**src/rtl/bp_resolve_ctrl_pkg.sv**
```systemverilog
// Shared encodings for the branch-prediction controller: branch flags,
// 2-bit counter values, FSM states and the saturating counter step.
package bp_resolve_ctrl_pkg;

  localparam logic [1:0] BR_NONE = 2'b00;
  localparam logic [1:0] BR_NT   = 2'b01;
  localparam logic [1:0] BR_T    = 2'b10;
  localparam logic [1:0] BR_JMP  = 2'b11;

  localparam logic [1:0] SNT = 2'b00;
  localparam logic [1:0] WNT = 2'b01;
  localparam logic [1:0] WT  = 2'b10;
  localparam logic [1:0] ST  = 2'b11;

  typedef enum logic {
    S_RUN   = 1'b0,
    S_FLUSH = 1'b1
  } bp_state_e;

  function automatic logic [1:0] ctr_next(input logic [1:0] ctr, input logic taken);
    if (taken) return (ctr == ST)  ? ST  : ctr + 2'd1;
    else       return (ctr == SNT) ? SNT : ctr - 2'd1;
  endfunction

endpackage

```
**src/rtl/bp_btb_array.sv**
```systemverilog
// Direct-mapped BTB storage: combinational tagged read port, one synchronous
// write port, everything cleared by the asynchronous reset.
module bp_btb_array #(
  parameter int ENTRIES = 16,
  parameter int IDX_W   = 4,
  parameter int TAG_W   = 26
) (
  input  logic             stg_clk,
  input  logic             reset,
  input  logic [IDX_W-1:0] rd_idx,
  input  logic [TAG_W-1:0] rd_tag,
  output logic             rd_hit,
  output logic [31:0]      rd_target,
  output logic [1:0]       rd_counter,
  input  logic             wr_en,
  input  logic [IDX_W-1:0] wr_idx,
  input  logic             wr_valid,
  input  logic [TAG_W-1:0] wr_tag,
  input  logic [31:0]      wr_target,
  input  logic [1:0]       wr_counter
);

  logic             valid_q   [ENTRIES];
  logic [TAG_W-1:0] tag_q     [ENTRIES];
  logic [31:0]      target_q  [ENTRIES];
  logic [1:0]       counter_q [ENTRIES];

  always_ff @(posedge stg_clk or posedge reset) begin
    if (reset) begin
      for (int i = 0; i < ENTRIES; i++) begin
        valid_q[i]   <= 1'b0;
        tag_q[i]     <= '0;
        target_q[i]  <= '0;
        counter_q[i] <= 2'b00;
      end
    end else if (wr_en) begin
      valid_q[wr_idx]   <= wr_valid;
      tag_q[wr_idx]     <= wr_tag;
      target_q[wr_idx]  <= wr_target;
      counter_q[wr_idx] <= wr_counter;
    end
  end

  // Miss reads return zeros so the prediction outputs need no extra gating.
  always_comb begin
    rd_hit     = valid_q[rd_idx] && (tag_q[rd_idx] == rd_tag);
    rd_target  = rd_hit ? target_q[rd_idx]  : 32'h0;
    rd_counter = rd_hit ? counter_q[rd_idx] : 2'b00;
  end

endmodule

```
**src/rtl/bp_resolve_ctrl.sv**
```systemverilog
// Branch-prediction controller: BTB lookup for fetch, BTB update from the AD
// resolution slot, mispredict redirect and multi-cycle flush sequencing.
module bp_resolve_ctrl
  import bp_resolve_ctrl_pkg::*;
#(
  parameter int ENTRIES      = 16,
  parameter int FLUSH_CYCLES = 2
) (
  input  logic        stg_clk,
  input  logic        reset,
  input  logic        stg_stall,
  input  logic [31:0] fetch_pc,
  output logic        pred_hit,
  output logic        pred_taken,
  output logic [31:0] pred_target,
  output logic [1:0]  pred_counter,
  input  logic        res_valid,
  input  logic [31:0] res_pc,
  input  logic [31:0] res_target,
  input  logic [1:0]  res_flag_branch,
  input  logic [31:0] res_fallthrough,
  input  logic [1:0]  res_counter,
  input  logic        res_hit,
  input  logic        res_pred_taken,
  input  logic [31:0] res_pred_target,
  output logic        redirect,
  output logic [31:0] redirect_pc,
  output logic        flush,
  output logic        stg_ena
);

  localparam int IDX_W = $clog2(ENTRIES);
  localparam int TAG_W = 30 - IDX_W;
  localparam int CNT_W = (FLUSH_CYCLES > 1) ? $clog2(FLUSH_CYCLES) : 1;

  bp_state_e   state_q, state_nx;
  logic [CNT_W-1:0] cnt_q, cnt_nx;
  logic        redirect_q, redirect_nx;
  logic [31:0] rpc_q, rpc_nx;

  logic             sample, act_taken, mispredict;
  logic             wr_en, wr_valid;
  logic [TAG_W-1:0] wr_tag;
  logic [31:0]      wr_target;
  logic [1:0]       wr_counter;
  logic [1:0]       unused_pc_lsbs;

  assign unused_pc_lsbs = fetch_pc[1:0] ^ res_pc[1:0];

  bp_btb_array #(.ENTRIES(ENTRIES), .IDX_W(IDX_W), .TAG_W(TAG_W)) u_btb (
    .stg_clk    (stg_clk),
    .reset      (reset),
    .rd_idx     (fetch_pc[IDX_W+1:2]),
    .rd_tag     (fetch_pc[31:IDX_W+2]),
    .rd_hit     (pred_hit),
    .rd_target  (pred_target),
    .rd_counter (pred_counter),
    .wr_en      (wr_en),
    .wr_idx     (res_pc[IDX_W+1:2]),
    .wr_valid   (wr_valid),
    .wr_tag     (wr_tag),
    .wr_target  (wr_target),
    .wr_counter (wr_counter)
  );

  assign pred_taken  = pred_hit & pred_counter[1];
  assign stg_ena     = ~stg_stall;
  assign flush       = (state_q == S_FLUSH);
  assign redirect    = redirect_q;
  assign redirect_pc = rpc_q;

  assign act_taken  = res_flag_branch[1];
  assign sample     = res_valid & (state_q == S_RUN) & ~stg_stall;
  assign mispredict = sample & ((act_taken != res_pred_taken) |
                      (act_taken & res_pred_taken & (res_target != res_pred_target)));

  // Hit updates reuse the captured counter/target rather than re-reading the array.
  always_comb begin
    wr_en      = 1'b0;
    wr_valid   = 1'b0;
    wr_tag     = '0;
    wr_target  = 32'h0;
    wr_counter = SNT;
    if (sample) begin
      if (res_flag_branch != BR_NONE) begin
        if (res_hit || act_taken) begin
          wr_en     = 1'b1;
          wr_valid  = 1'b1;
          wr_tag    = res_pc[31:IDX_W+2];
          wr_target = act_taken ? res_target : res_pred_target;
          if (res_flag_branch == BR_JMP) wr_counter = ST;
          else if (res_hit)              wr_counter = ctr_next(res_counter, act_taken);
          else                           wr_counter = WT;
        end
      end else if (res_hit) begin
        wr_en = 1'b1;
      end
    end
  end

  always_comb begin
    state_nx    = state_q;
    cnt_nx      = cnt_q;
    redirect_nx = redirect_q;
    rpc_nx      = rpc_q;
    if (!stg_stall) begin
      redirect_nx = 1'b0;
      case (state_q)
        S_RUN: begin
          if (mispredict) begin
            redirect_nx = 1'b1;
            rpc_nx      = act_taken ? res_target : res_fallthrough;
            cnt_nx      = CNT_W'(FLUSH_CYCLES - 1);
            state_nx    = S_FLUSH;
          end
        end
        S_FLUSH: begin
          if (cnt_q == '0) state_nx = S_RUN;
          else             cnt_nx   = cnt_q - CNT_W'(1);
        end
        default: state_nx = S_RUN;
      endcase
    end
  end

  always_ff @(posedge stg_clk or posedge reset) begin
    if (reset) begin
      state_q    <= S_RUN;
      cnt_q      <= '0;
      redirect_q <= 1'b0;
      rpc_q      <= 32'h0;
    end else begin
      state_q    <= state_nx;
      cnt_q      <= cnt_nx;
      redirect_q <= redirect_nx;
      rpc_q      <= rpc_nx;
    end
  end

endmodule

```
**config.mk**
```make
export PLATFORM = sky130hd
export DESIGN_NAME = bp_resolve_ctrl
export DESIGN_NICKNAME = d
export VERILOG_FILES = /design/src/rtl/bp_resolve_ctrl_pkg.sv /design/src/rtl/bp_btb_array.sv /design/src/rtl/bp_resolve_ctrl.sv
export SDC_FILE = /design/constraint.sdc
export NUM_CORES = 2
export LEC_CHECK = 0
export CELL_PAD_IN_SITES_DETAIL_PLACEMENT = 0
export CELL_PAD_IN_SITES_GLOBAL_PLACEMENT = 2
export CORE_ASPECT_RATIO = 0.6
export CORE_MARGIN = 3
export CORE_UTILIZATION = 40
export CTS_CLUSTER_DIAMETER = 40
export CTS_CLUSTER_SIZE = 25
export DETAILED_ROUTE_END_ITERATION = 8
export PLACE_DENSITY_LB_ADDON = 0.1
export SLEW_MARGIN = 20
export SYNTH_ARGS = -nofsm -noshare
export SYNTH_HDL_FRONTEND = slang
export SYNTH_SLANG_ARGS = --single-unit
```
**constraint.sdc**
```tcl
create_clock -name stg_clk -period 107.4 [get_ports stg_clk]
set_input_delay 21.48 -clock stg_clk [delete_from_list [all_inputs] [get_ports stg_clk]]
set_output_delay 21.48 -clock stg_clk [all_outputs]
set_load 0.05 [all_outputs]
```
# ---- After elaboration in Yosys (flattened, before gate mapping)
# Index checks and enable logic that the tools add are counted.
dict set report op_classes {
  reduce_logical 7
  mul 0
  add_sub_neg 3
  n_mux 55
  div 0
  order_cmp 3
  n_shift 0
  bitwise 11
  n_eq_ne 6
}
# cell n
set op_table {}
lappend op_table {{512-bit bitwise mux} 1}
lappend op_table {{416-bit bitwise mux} 1}
lappend op_table {{32-bit 2-to-1 mux} 9}
lappend op_table {{26-bit 2-to-1 mux} 6}
lappend op_table {{32-bit binary-select mux with 4-bit select} 1}
lappend op_table {{32-bit demux with 4-bit select} 1}
lappend op_table {{26-bit binary-select mux with 4-bit select} 1}
lappend op_table {{26-bit demux with 4-bit select} 1}
lappend op_table {{32-bit bitwise mux} 1}
lappend op_table {{32-bit inequality test} 1}
lappend op_table {{26-bit == test} 1}
lappend op_table {{2-bit 2-to-1 mux} 12}
lappend op_table {{16-bit bitwise mux} 1}
lappend op_table {{1-bit 2-to-1 mux} 14}
lappend op_table {{5-bit greater-or-equal comparator (second input constant)} 2}
lappend op_table {{4-bit inverter with 5-bit output} 2}
lappend op_table {{2-bit binary-select mux with 4-bit select} 1}
lappend op_table {{2-bit demux with 4-bit select} 1}
lappend op_table {{1-bit bitwise AND} 6}
lappend op_table {{5-bit by 1-bit less-than comparator with 1-bit output (second input constant)} 1}
lappend op_table {{1-bit binary-select mux with 4-bit select} 1}
lappend op_table {{1-bit demux with 4-bit select} 1}
lappend op_table {{2-bit == test (second input constant)} 2}
lappend op_table {{1-bit one-hot mux with 2 select lines} 2}
lappend op_table {{13 further kinds} 15}
dict set report totals {
  latch_bits 0
  n_memories 0
  romBits 0
  regBits 1011
  ramBits 0
}

# ---- Longest topological paths before layout
dict set report logic_depth {
  ltp_word 9
  mapped_depth 13
}

# ---- Modules after synthesis
# From an unflattened synthesis, not the netlist that was laid out.
dict set report unflattened {
  hier_cells 3178
  area_unflattened_um2 48704.2
}
# mod cells_per_inst area_each_um2 instances
set modules_own_cells {}
lappend modules_own_cells {bp_btb_array 2706 44666.6 1}
lappend modules_own_cells {bp_resolve_ctrl 472 4037.6 1}

# ---- Worst setup path after synthesis
# OpenSTA, ideal clock, no wires.
dict set report synth_path {
  kind {input port to output port}
  start {input port fetch_pc[2]}
  end {output port pred_counter[1]}
  required_ns 85.920
  t_arrival_ns 25.492
  slack_ns 60.428
  stages 8
  path_cell_list {buf_6 > mux4_2 > a221o_1 > a211o_1 > nor4_4 > o2111ai_4 > nor4b_1 > buf_4}
}
dict set report synth_via {
  elab_chain_cells 7
  elab_cells_between_ends 13
  cone_classes {eq/ne (1); mux (10); bitwise (1); reduce/logical (1)}
}
# element line_no
set synth_rtl {}
lappend synth_rtl {{start, declared} bp_resolve_ctrl.sv:12} ;# input logic [31:0] fetch_pc,
lappend synth_rtl {{4-bit inverter with 5-bit output (not written as such) *} {bp_btb_array.sv:46, bp_btb_array.sv:48}}
lappend synth_rtl {{26-bit binary-select mux with 4-bit select} bp_btb_array.sv:46} ;# rd_hit = valid_q[rd_idx] && (tag_q[rd_idx] == rd_tag);
lappend synth_rtl {{26-bit 2-to-1 mux (not written as such) (2 in a row)} bp_btb_array.sv:46}
lappend synth_rtl {{26-bit == test} bp_btb_array.sv:46}
lappend synth_rtl {{1-bit logical AND} bp_btb_array.sv:46}
lappend synth_rtl {{2-bit 2-to-1 mux *} bp_btb_array.sv:48} ;# rd_counter = rd_hit ? counter_q[rd_idx] : 2'b00;
lappend synth_rtl {{end, declared} bp_resolve_ctrl.sv:16} ;# output logic [1:0] pred_counter,
# Mark *: on every way between the ends. The rest lies on a longest branch, timed or not. The select of a mux whose other input is x is not followed.

# ---- Worst setup path after layout
dict set report layout_path {
  start {input port fetch_pc[3]}
  end {output port pred_taken}
}
dict set report layout_via {
  elab_chain_cells 8
  elab_cells_between_ends 14
  cone_classes {eq/ne (1); mux (10); bitwise (2); reduce/logical (1)}
}
# element line_no
set layout_rtl {}
lappend layout_rtl {{4-bit inverter with 5-bit output (not written as such) *} {bp_btb_array.sv:46, bp_btb_array.sv:48}}
lappend layout_rtl {{26-bit binary-select mux with 4-bit select} bp_btb_array.sv:46}
lappend layout_rtl {{26-bit 2-to-1 mux (not written as such) (2 in a row)} bp_btb_array.sv:46}
lappend layout_rtl {{26-bit == test} bp_btb_array.sv:46}
lappend layout_rtl {{1-bit logical AND} bp_btb_array.sv:46}
lappend layout_rtl {{2-bit 2-to-1 mux} bp_btb_array.sv:48}
lappend layout_rtl {{1-bit bitwise AND *} bp_resolve_ctrl.sv:66} ;# assign pred_taken = pred_hit & pred_counter[1];
lappend layout_rtl {{end, declared} bp_resolve_ctrl.sv:14} ;# output logic pred_taken,
# Marked as above.

==> impl_metrics.csv <==
group,metric,value,unit
outcome,status,"finished clean",
timing,setup_viol,0,
critical_path,worstReg2RegStart,"flush",
grt,grt_pass1_wl,213.7,mm
critical_path,critPathLaunchType,"primary input",
clock_network,clk_pin_slew_worst_paths,0.05,ns
logic_synthesis,yosysWarnings,0,
placed_design,gp_congestion,0.7991,
logic_synthesis,synth-compound-area-share,12.62,%
logic_synthesis,synth_fp_nets,4366,
detailed_routing,via_count,31385,
timing,period_needed,48.52,ns
power,ir_drop,0.01418,mV
clock_network,postCtsSetupRepairBufs,0,
logic_synthesis,synth-seq-cells,1011,
cells_and_area,area_growth,17.28,%
grt,antenna_found_initial,3,
critical_path,crit_arrival,27.04,ns
floorplanning,die_h,267.5,um
timing,worstMarginPinSlew,1.147,ns
placed_design,io_buffer_count,236,
cells_and_area,final_nets,4416,
clock_network,tritoncts,"yes",
grt,grt_max_degree,158,
grt,overflow,0,
clock_network,clock_path_buffers,3,
clock_network,cts_buffers,134,
detailed_routing,drc,0,
detailed_routing,viasPerCell,5.354,
critical_path,critPathKind,"in2out",
floorplanning,initial_core_util,40.51,%
logic_synthesis,seq_area_frac_synth,55.48,%
critical_path,reg2reg_to,"u_btb.target_q[99]",
clock_network,cts_resized,0,
timing,final-hold-violation-count,0,
floorplanning,die-width,441.9,um
placed_design,dp_hpwl,78.80,mm
timing,tns,0,ns
logic_synthesis,synth_area_per_cell,10.87,um2
critical_path,rrSetupSlack,103.56,ns
logic_synthesis,async_reset_ff_share,100.0,%
timing,fmax,0.02061,GHz
placed_design,dp.cells,5611,
hold_path,min_to,"u_btb.tag_q[45]",
critical_path,cp_data_required_time,85.92,ns
floorplanning,num_io_pins,241,
timing,hold_ws,0.4713,ns
cells_and_area,final_cells,5862,
cells_and_area,mostFrequentLayoutCell,"nand2_1",
logic_synthesis,synth_xor_area_share,1.210,%
clock_network,holdBufCountCts,0,
power,p_leak,22.71,nW
detailed_routing,dr.pass1.iters,5,
logic_synthesis,synth_edf_count,0,
flow_run,maxCapViolations,0,
hold_path,hp-start,"u_btb.tag_q[45]",
floorplanning,dieArea,0.1182,mm2
logic_synthesis,synth_mux_area_share,15.65,%
clock_network,clk_latency,0.76,ns
detailed_routing,post_drt_wl_per_cell,23.97,um
timing,relSlewSlack,22.83,%
hold_path,min_path_cells,2,
detailed_routing,wirelength,140.5,mm
critical_path,crit_fanout,54,
detailed_routing,detail-route-antenna-nets,0,
floorplanning,row_count,95,
timing,rsz0062_at_grt,"false",
timing,skew,0.01565,ns
power,p_per_area,18.43,mW/mm2
clock_network,htree_levels,4,
cells_and_area,final_cell_mix,"nand2_1, o21ai_0, dfrtp_1, mux4_2, clkdlybuf4s50_1",
grt,grtUsageTotal,24.18,%
logic_synthesis,synth_area,0.04560,mm2
logic_synthesis,synth_adder_area_share,0.02744,%
critical_path,end_kind,"primary output",
power,finalPower,985.9,uW
hold_path,hold_path.class,"reg2reg",
clock_network,cts.sinks,1011,
cells_and_area,drive_gt1_share,14.61,%
timing,slew_violations,0,
timing,period_share,45.17,%
logic_synthesis,synth_top_family_by_area,"multiplexers",
logic_synthesis,synth_cells,4195,
logic_synthesis,yosys.area_share.simple,11.32,%
detailed_routing,drt-initial-drc-count,2359,
floorplanning,core_area,0.1126,mm2
clock_network,root_buffer,"clkbuf_16",
critical_path,worstRegToRegCells,8,
grt,grt_pass1_vias,31564,
logic_synthesis,ys.flop_type,"dfrtp_1",
logic_synthesis,synth_cell_type_count,67,
[sequential cells by signal, indices dropped and copies added, names as in the netlist]
signal and flops:
cnt_q 1, u_btb.tag_q 416, u_btb.counter_q 32, redirect_pc 32
redirect 1, flush 1, u_btb.target_q 512, u_btb.valid_q 16
[cells in the mapped netlist (3+ instances only)]
cell type     n  area share [%]
nor4b_1       5           0.096
a22oi_1      11            0.18
buf_8         3           0.099
nand4_1      17            0.23
nor2_1       14            0.12
xnor2_1      54             1.0
a2111oi_0     3           0.058
buf_2        35            0.38
mux2_2       40            0.99
buf_6         9            0.22
nor4b_2      29            0.95
xor2_1        9            0.17
o22ai_1       5           0.069
o21ai_0    1020              11
mux4_2      252              12
a211oi_1      5           0.082
buf_1         9           0.074
a21boi_0      3           0.049
nand3b_1      3           0.049
mux2i_1     101             2.2
o21ai_1       3           0.033
o211ai_1      4           0.066
buf_4        14            0.23
nor3_1       10            0.11
dfrtp_1    1011              55
nand2_1    1106             9.1
nor4_1        4           0.055
a31oi_1       5           0.069
and3_1        5           0.069
clkbuf_1    307             2.5
nand2b_1      3           0.041
and2_1        4           0.055
a21oi_1      11            0.12
inv_1        17            0.14
nand3_1       9           0.099
nor2b_1      11            0.15
[critical path: stages]
cell             delay [ns]
clkbuf_8               0.53
buf_4                  0.63
nor2b_1                0.81
a22oi_1                0.23
nand3_1                0.14
nand3b_1               0.16
nor4_4                 0.75
o2111ai_4              0.14
buf_4                  0.41
nor4b_1                0.68
clkdlybuf4s50_1        0.93
[through the flow]
| stage | setup WS, ns | area (um2) | util, % |
|---|---|---|---|
| after floorplan | 57.47 | 45600 | - |
| after global placement | 58.95 | 48850 | 43.40 |
| after detailed placement | 58.92 | 48850 | 43.40 |
| after CTS | 58.91 | 53450 | 47.48 |
| after global routing | 58.66 | 53490 | 47.52 |
| final | 58.88 | 53490 | 47.52 |
[where the power goes]
group | switching [mW] | internal (mW) | leakage (nW) | total, mW
clock | 0.182 | 0.279 | 2.22 | 0.461
sequential | 0.0110 | 0.402 | 14.0 | 0.414
combinational | 0.0722 | 0.0392 | 6.47 | 0.111
[logic make-up (layout without fill, tap and decap cells)]
group / after synthesis / in the layout
fa+ha+maj: 1 / 1
compound gates: 1102 / 1102
other cells: 0 / 5
simple gates: 1229 / 1229
buf+inv: 396 / 555
flops: 1011 / 1011
mux: 393 / 393
xor+xnor: 63 / 63
[worst max path at each step]
stage                            end         from  cells after the start
final                     pred_taken  fetch_pc[3]                     11
after global routing      pred_taken  fetch_pc[3]                     11
after CTS                 pred_taken  fetch_pc[4]                     12
after global placement    pred_taken  fetch_pc[4]                     12
after detailed placement  pred_taken  fetch_pc[4]                     12
after floorplan                cnt_q        reset                      1
[layout make-up]
cell class                 instances  area, um2
antenna                            5      12.51
clock buffer                     174       3759
clock inverter                    71      838.3
fill                           10568      59080
inverter                          19      81.33
multi-input combinational       2788      18780
sequential                      1011      25300
tap                             1503       1881
timing repair buffer             291       2831
[routing by layer]
| metal | share of wire [%] | vias to the layer above | track usage (%) | wire, um |
|---|---|---|---|---|
| met4 | 1.7 | 0 | 6.068 | 2364 |
| li1 | - | 14762 | - | - |
| met3 | 4.6 | 167 | 3.995 | 6422 |
| met5 | 0 | - | 0 | 0 |
| met2 | 44 | 579 | 36.52 | 61970 |
| met1 | 50 | 15877 | 36.36 | 69740 |
No activity file was read; power rests on OpenSTA's default activity.
